### config.mk
export PLATFORM = sky130hd
export DESIGN_NAME = acc_result_requant
export DESIGN_NICKNAME = d
export VERILOG_FILES = /design/src/rtl/acc_result_requant.sv
export SDC_FILE = /design/constraint.sdc
export NUM_CORES = 1
export LEC_CHECK = 0
export ABC_AREA = 1
export BUFFER_PORTS_ARGS = -buffer_cell sky130_fd_sc_hd__buf_2
export CAP_MARGIN = 25
export CORE_UTILIZATION = 45
export DETAILED_ROUTE_END_ITERATION = 8
export GPL_ROUTABILITY_DRIVEN = 0
export SLEW_MARGIN = 20
export SYNTH_ARGS = -nofsm -noshare
export SYNTH_HDL_FRONTEND = slang
export SYNTH_SLANG_ARGS = --single-unit
### constraint.sdc
create_clock -name clk -period 2.4 [get_ports clk]
set_clock_uncertainty 0.05 [all_clocks]
set_input_delay 0.36 -clock clk [delete_from_list [all_inputs] [get_ports clk]]
set_output_delay 0.36 -clock clk [all_outputs]
set_load 0.005 [all_outputs]
### src/rtl/acc_result_requant.sv
// acc_result_requant: rounds, shifts and saturates wide signed accumulator
// results to a narrow signed width, tags frame boundaries, and buffers the
// samples in a first-word-fall-through FIFO drained by a valid/ready stream.
// Input side is valid-only: when the FIFO cannot take a sample it is dropped
// and a sticky overflow flag is raised.
module acc_result_requant #(
    parameter int WIDTH_IN       = 19,
    parameter int WIDTH_OUT      = 8,
    parameter int SHIFT          = 8,
    parameter int AMOUNT_OF_DATA = 16,
    parameter int DEPTH          = 32
) (
    input  logic                     clk,
    input  logic                     rst,
    input  logic [WIDTH_IN-1:0]      data_in,
    input  logic                     valid_in,
    output logic [WIDTH_OUT-1:0]     data_o,
    output logic                     valid_o,
    input  logic                     ready_i,
    output logic                     last_o,
    output logic [$clog2(DEPTH):0]   level_o,
    output logic                     overflow_o,
    output logic [15:0]              sat_cnt_o
);

    localparam int AW = $clog2(DEPTH);
    localparam int CW = (AMOUNT_OF_DATA > 1) ? $clog2(AMOUNT_OF_DATA) : 1;

    // Rounding constant: half an LSB of the shifted result (none for SHIFT=0).
    localparam logic [WIDTH_IN:0] ONE = {{WIDTH_IN{1'b0}}, 1'b1};
    localparam logic [WIDTH_IN:0] RND = (SHIFT == 0) ? '0 : (ONE << ((SHIFT > 0) ? SHIFT - 1 : 0));

    // Output range limits expressed at the widened (WIDTH_IN+1) width.
    localparam logic signed [WIDTH_IN:0] OMAX = {{(WIDTH_IN + 2 - WIDTH_OUT){1'b0}}, {(WIDTH_OUT - 1){1'b1}}};
    localparam logic signed [WIDTH_IN:0] OMIN = {{(WIDTH_IN + 2 - WIDTH_OUT){1'b1}}, {(WIDTH_OUT - 1){1'b0}}};

    localparam logic [CW-1:0] LAST_IDX = CW'(AMOUNT_OF_DATA - 1);
    localparam logic [AW:0]   FULL_LVL = {1'b1, {AW{1'b0}}};

    // One FIFO entry carries the sample together with its frame-last tag.
    typedef struct packed {
        logic                 last;
        logic [WIDTH_OUT-1:0] data;
    } entry_t;

    // ---------------------------------------------------------------
    // Stage 1: requantisation and frame tagging
    // ---------------------------------------------------------------
    logic [WIDTH_IN:0]        sum;
    logic signed [WIDTH_IN:0] shr;
    logic                     sat_hi;
    logic                     sat_lo;
    entry_t                   s1_ent_d;
    entry_t                   s1_ent_q;
    logic                     s1_vld_q;
    logic [CW-1:0]            frame_d;
    logic [CW-1:0]            frame_q;
    logic [15:0]              sat_cnt_d;
    logic [15:0]              sat_cnt_q;

    // Round-half-up, arithmetic shift, then clamp into the output range.
    always_comb begin
        sum    = {data_in[WIDTH_IN-1], data_in} + RND;
        shr    = $signed(sum) >>> SHIFT;
        sat_hi = shr > OMAX;
        sat_lo = shr < OMIN;
        s1_ent_d.last = (frame_q == LAST_IDX);
        if (sat_hi) begin
            s1_ent_d.data = OMAX[WIDTH_OUT-1:0];
        end else if (sat_lo) begin
            s1_ent_d.data = OMIN[WIDTH_OUT-1:0];
        end else begin
            s1_ent_d.data = shr[WIDTH_OUT-1:0];
        end
    end

    // Frame index and saturation count advance on every accepted input,
    // including samples that are later dropped, so framing survives overflow.
    always_comb begin
        frame_d   = frame_q;
        sat_cnt_d = sat_cnt_q;
        if (valid_in) begin
            frame_d = (frame_q == LAST_IDX) ? '0 : frame_q + 1'b1;
            if ((sat_hi || sat_lo) && (sat_cnt_q != 16'hFFFF)) begin
                sat_cnt_d = sat_cnt_q + 1'b1;
            end
        end
    end

    // Stage-1 pipeline register plus frame and saturation counters.
    always_ff @(posedge clk or negedge rst) begin
        if (!rst) begin
            s1_vld_q  <= 1'b0;
            s1_ent_q  <= '0;
            frame_q   <= '0;
            sat_cnt_q <= '0;
        end else begin
            s1_vld_q  <= valid_in;
            frame_q   <= frame_d;
            sat_cnt_q <= sat_cnt_d;
            if (valid_in) begin
                s1_ent_q <= s1_ent_d;
            end
        end
    end

    // ---------------------------------------------------------------
    // Stage 2: FWFT FIFO
    // ---------------------------------------------------------------
    entry_t          mem_q [DEPTH];
    entry_t          head;
    logic [AW-1:0]   wr_ptr_q;
    logic [AW-1:0]   rd_ptr_q;
    logic [AW:0]     level_d;
    logic [AW:0]     level_q;
    logic            ovf_q;
    logic            full;
    logic            not_empty;
    logic            push;
    logic            pop;
    logic            drop;

    // A full FIFO still takes a write when the head leaves on the same edge.
    always_comb begin
        not_empty = (level_q != '0);
        full      = (level_q == FULL_LVL);
        pop       = not_empty && ready_i;
        push      = s1_vld_q && (!full || pop);
        drop      = s1_vld_q && full && !pop;
        level_d   = level_q;
        case ({push, pop})
            2'b10:   level_d = level_q + 1'b1;
            2'b01:   level_d = level_q - 1'b1;
            default: level_d = level_q;
        endcase
    end

    // Pointers, occupancy and the sticky overflow flag.
    always_ff @(posedge clk or negedge rst) begin
        if (!rst) begin
            wr_ptr_q <= '0;
            rd_ptr_q <= '0;
            level_q  <= '0;
            ovf_q    <= 1'b0;
        end else begin
            level_q <= level_d;
            if (push) begin
                wr_ptr_q <= wr_ptr_q + 1'b1;
            end
            if (pop) begin
                rd_ptr_q <= rd_ptr_q + 1'b1;
            end
            if (drop) begin
                ovf_q <= 1'b1;
            end
        end
    end

    // Storage array; contents are qualified by level_q, so no reset needed.
    always_ff @(posedge clk) begin
        if (push) begin
            mem_q[wr_ptr_q] <= s1_ent_q;
        end
    end

    // Head entry falls through; gated to zero when empty so that stale
    // storage never shows on data_o/last_o (including during reset).
    always_comb begin
        head    = mem_q[rd_ptr_q];
        valid_o = not_empty;
        data_o  = not_empty ? head.data : '0;
        last_o  = not_empty ? head.last : 1'b0;
    end

    assign level_o    = level_q;
    assign overflow_o = ovf_q;
    assign sat_cnt_o  = sat_cnt_q;

endmodule

==> results.txt <==
----------------------------------------------------
[Run status]
  Result of the run ... complete, but fails checks
  Failing checks ... negative setup slack

[Worst setup path]
  FF-to-FF End ... level_o[5]
  Timing startpoint of the critical path ... rd_ptr_q[0]
  Critical path peak fanout ... 6
  WP data arrival ... 2.46 ns
  Worst Reg-to-Reg Cells ... 16
  Critical Path Source Type ... flop
  Critical path endpoint category ... output port
  RR Startpoint ... level_o[1]
  Setup slack of the most critical reg-to-reg path ... ~0.08 ns
  Type of the setup path with the least slack ... flop to output port
  Data required time at the worst endpoint ... between 1.5 and 2 ns

[Pwr]
  Reported net switching power ... 7.185 mW
  Clock share of power ... around 25%
  Static leakage power ... between 6 and 7 nW
  Internal Dissipation ... between 10 and 15 mW
  Sequential power share ... 36.9%
  Power per standard cell area ... around 1200 mW/mm^2
  VDD IR-drop max ... 0.4811 mV
  Relative contribution of combinational cells to total power ... between 30% and 40%
  Sw Share ... between 30% and 40%

[Logic synthesis]
  Area fraction of the dominant cell type after synthesis ... between 60% and 70%
  Sequential fraction of the synthesis area ... between 60% and 70%
  Yosys warning count ... 0
  Post-Synthesis Cells ... roughly 1200
  Dominant cell type by area after synthesis ... edfxtp_1
  Top cells by area, synth ... edfxtp_1, dfrtp_1, nor2_1
  Synthesis-stage register bit count ... 335
  Syn Nets ... around 1300
  Distinct cell type count after synthesis ... 39
  Mapped Area ... 0.01435 mm^2
  Average size of a mapped cell ... approximately 12 um^2

[Finish]
  Layout Utilization ... between 50% and 60%
  Post-route design area ... 0.01720 mm^2
  Number of diodes ... 0
  Layout cells sized above 1 ... between 10% and 20%
  Filler instances ... between 2000 and 3000
  Final #Nets ... 1398
  P&R area growth vs syn ... 19.91%

[STA]
  Smallest hold slack ... between 0.1 and 0.15 ns
  RSZ-0062 raised after global routing ... yes
  Max Clock Freq ... roughly 0.35 GHz
  Final-report max-slew violation count ... 0
  Number of setup violations in the final report ... 9
  Post-route setup slack ... -0.4653 ns
  Worst Max-Slew Pin Slew ... slightly below 0.9 ns
  Period minus WS final ... ~2.9 ns
  Final critical-path share of the clock period ... 119.4%
  Number of failing hold endpoints at the final stage ... 0
  Max-slew headroom ... approximately 42%

[Global routing]
  Grt ovf ... 0
  Largest net degree at the start of global routing ... 62
  Via count of the first global-routing pass ... approximately 9400
  Global Route Usage Sum ... a little over a fifth
  First-pass GRT wire length ... around 53 mm
  Initial antenna violation count ... 0

[Placed design]
  Final HPWL from detailed placement ... 20.79 mm
  Number of port buffers ... 48
  Post-detailed-placement cell area ... roughly 0.016 mm^2

[Clock network]
  Number of clock buffers inserted by TritonCTS ... 35
  Clock Pin Slew Worst Setup and Hold Paths ... roughly 0.06 ns
  Clk_lat worst skew ... ~0.51 ns
  CTS tree ... done
  Count of H-tree levels built during CTS ... 2
  CTS Sinks ... approximately 340
  Root buffer cell ... clkbuf_16
  Buffer depth of the longest clock path ... 3

[Hold path]
  Worst Min Path Start ... valid_in
  Hold crit path type ... input port to flop
  Hold Path End ... s1_vld_q
  Hold path cells ... 1

[Detailed routing]
  First drt pass iteration count ... 5
  Drt wl/cell ... around 20 um
  Post-DRT Antenna Nets ... 0
  Final routed wirelength across all metal layers ... about 35 mm
  Initial DRC Count ... approximately 910
  DRC violation count after routing ... 0
  Via count ... between 9000 and 10000
  Via density ... 5.515

[Floorplan]
  Number of core rows ... 65
  Die X-Extent ... 180.6 um
  Die boundary height ... roughly 180 um
  Full die area ... between 0.03 and 0.04 mm^2
  Ports ... between 50 and 60
  Initial standard-cell utilization of the core ... a little under half
  Placeable core region ... ~0.031 mm^2

[Flow run]
  Max-cap violations ... 0

----------------------------------------------------
==> power groups by stage <==
stage	sequential (mW)	clock (mW)	combinational, mW
finish	7.37	4.91	7.70
floorplan	7.36	0	3.85
global placement	7.47	0	6.34
detailed placement	7.45	0	6.45
global route	7.43	5.22	8.40
CTS	7.35	5.00	7.01
==> registers in the layout, summed over array words and instances (netlist names) <==
| register | cells |
|---|---|
| mem_q | 288 |
| sat_cnt_o | 16 |
| s1_ent_q | 9 |
| level_o | 6 |
| rd_ptr_q | 5 |
| wr_ptr_q | 5 |
| frame_q | 4 |
| overflow_o | 1 |
| s1_vld_q | 1 |
==> metrics by stage <==
step	worst slack [ns]	TNS (ns)	total power, mW	instances
finish	-0.4653	-3.616	19.98	1787
global route	-0.5545	-4.462	21.05	1787
CTS	-0.4284	-3.517	19.36	1774
detailed placement	-0.03711	-0.05237	13.90	1705
global placement	0.01119	0	13.80	1702
floorplan	0.03934	0	11.21	1234
==> synthesized netlist by cell type <==
master	count
clkinv_1	4
nor4_1	3
clkbuf_1	46
o22ai_1	8
o21ai_0	147
dfrtp_1	47
nor2_8	1
nand3_2	1
o221ai_1	31
inv_2	3
nand4_1	11
buf_1	4
o21a_1	1
nor2_4	3
nand3b_1	1
nand2_8	2
buf_12	1
xnor2_1	4
nand4_2	1
a21oi_1	25
nand2_1	129
a31o_2	1
o211ai_1	27
nor2_2	1
inv_1	46
a31oi_1	1
o21ai_1	1
nand3_1	80
nor2_1	228
xor2_1	25
nand2_4	1
ha_1	13
buf_2	14
a32o_1	7
nand2_2	15
or2_2	2
fa_1	1
edfxtp_1	288
nor3_1	10
==> worst max path at each step <==
stage	end	slack (ns)	cells past startpoint
6_report	data_o[6]	-0.47	10
5_1_grt	data_o[6]	-0.55	10
4_1_cts	data_o[7]	-0.43	10
3_5_place_dp	level_o[5]	-0.04	16
3_3_place_gp	level_o[5]	0.01	16
2_1_floorplan	level_o[5]	0.04	16
==> routing by layer <==
metal	part of all wire, %	routed length [um]	track usage (%)	vias to the layer above
met5	0	0	0	-
met4	2.6	909	6.838	0
met3	5.1	1797	2.829	68
met2	47	16620	34.17	270
met1	45	15950	29.89	4833
li1	-	-	-	4684
==> cell type report <==
cell class | instances | area, um^2 | area share [%]
flip-flops and latches | 335 | 9829 | 57.14
repair buffers | 155 | 1406 | 8.175
multi-input cells | 781 | 4235 | 24.62
inverters | 53 | 214.0 | 1.244
well taps | 402 | 503.0 | 2.924
clock inverters | 9 | 75.07 | 0.4364
clock buffers | 52 | 939.7 | 5.462
==> logic make-up after synthesis <==
| group | count (synthesis) | share of synthesized area, % |
|---|---|---|
| xor gates and xnor gates | 29 | 1.770 |
| DFF | 335 | 68.48 |
| adders and majority gates | 14 | 1.273 |
| buffers and inverters | 118 | 3.323 |
| and+or+nand+nor | 489 | 14.82 |
| AOI/OAI and AO/OA | 249 | 10.33 |
==> cells in the final DEF, fill, tap and decap left out, types with 3 or more instances in the layout <==
cell type,instances
ha_4,3
a21oi_1,23
edfxtp_1,288
buf_2,48
inv_1,42
inv_2,6
buf_16,6
o211ai_1,27
a32o_1,7
clkinv_1,5
nand3_1,73
nor2_2,9
nand2_2,22
nand3_2,8
clkbuf_1,17
clkinv_2,4
nor3_1,10
xnor2_1,4
o21ai_1,12
nand4_1,11
o21ai_0,132
dfrtp_1,45
buf_8,4
buf_12,8
buf_6,6
nand2_1,122
o221ai_2,4
nor2_4,3
clkbuf_16,40
nor4_1,3
nor2_1,220
xor2_1,25
buf_4,77
ha_1,10
o21ai_2,4
o22ai_1,6
o221ai_1,27
==> repair_timing <==
| action | 4_1_cts | 5_1_grt |
|---|---|---|
| setup endpoints to repair | 11 | 30 |
| resized for setup | 43 | 40 |
| hold buffers | 1 | 0 |
| setup buffers | 5 | 7 |
| pin swaps | 23 | 28 |
| hold endpoints to repair | 29 | 0 |
| cloned | 2 | 6 |
==> worst max-delay path, stage by stage (launching register included) <==
cell and delay [ns]:
dfrtp_4 0.57, inv_12 0.12, buf_12 0.15, buf_8 0.11, o21ai_1 0.05, o211ai_1 0.32
nand3_1 0.21, nand3_2 0.12, nand2_2 0.08, nor2_2 0.09, buf_2 0.11
Note: power is estimated with default switching activity, not from simulation.
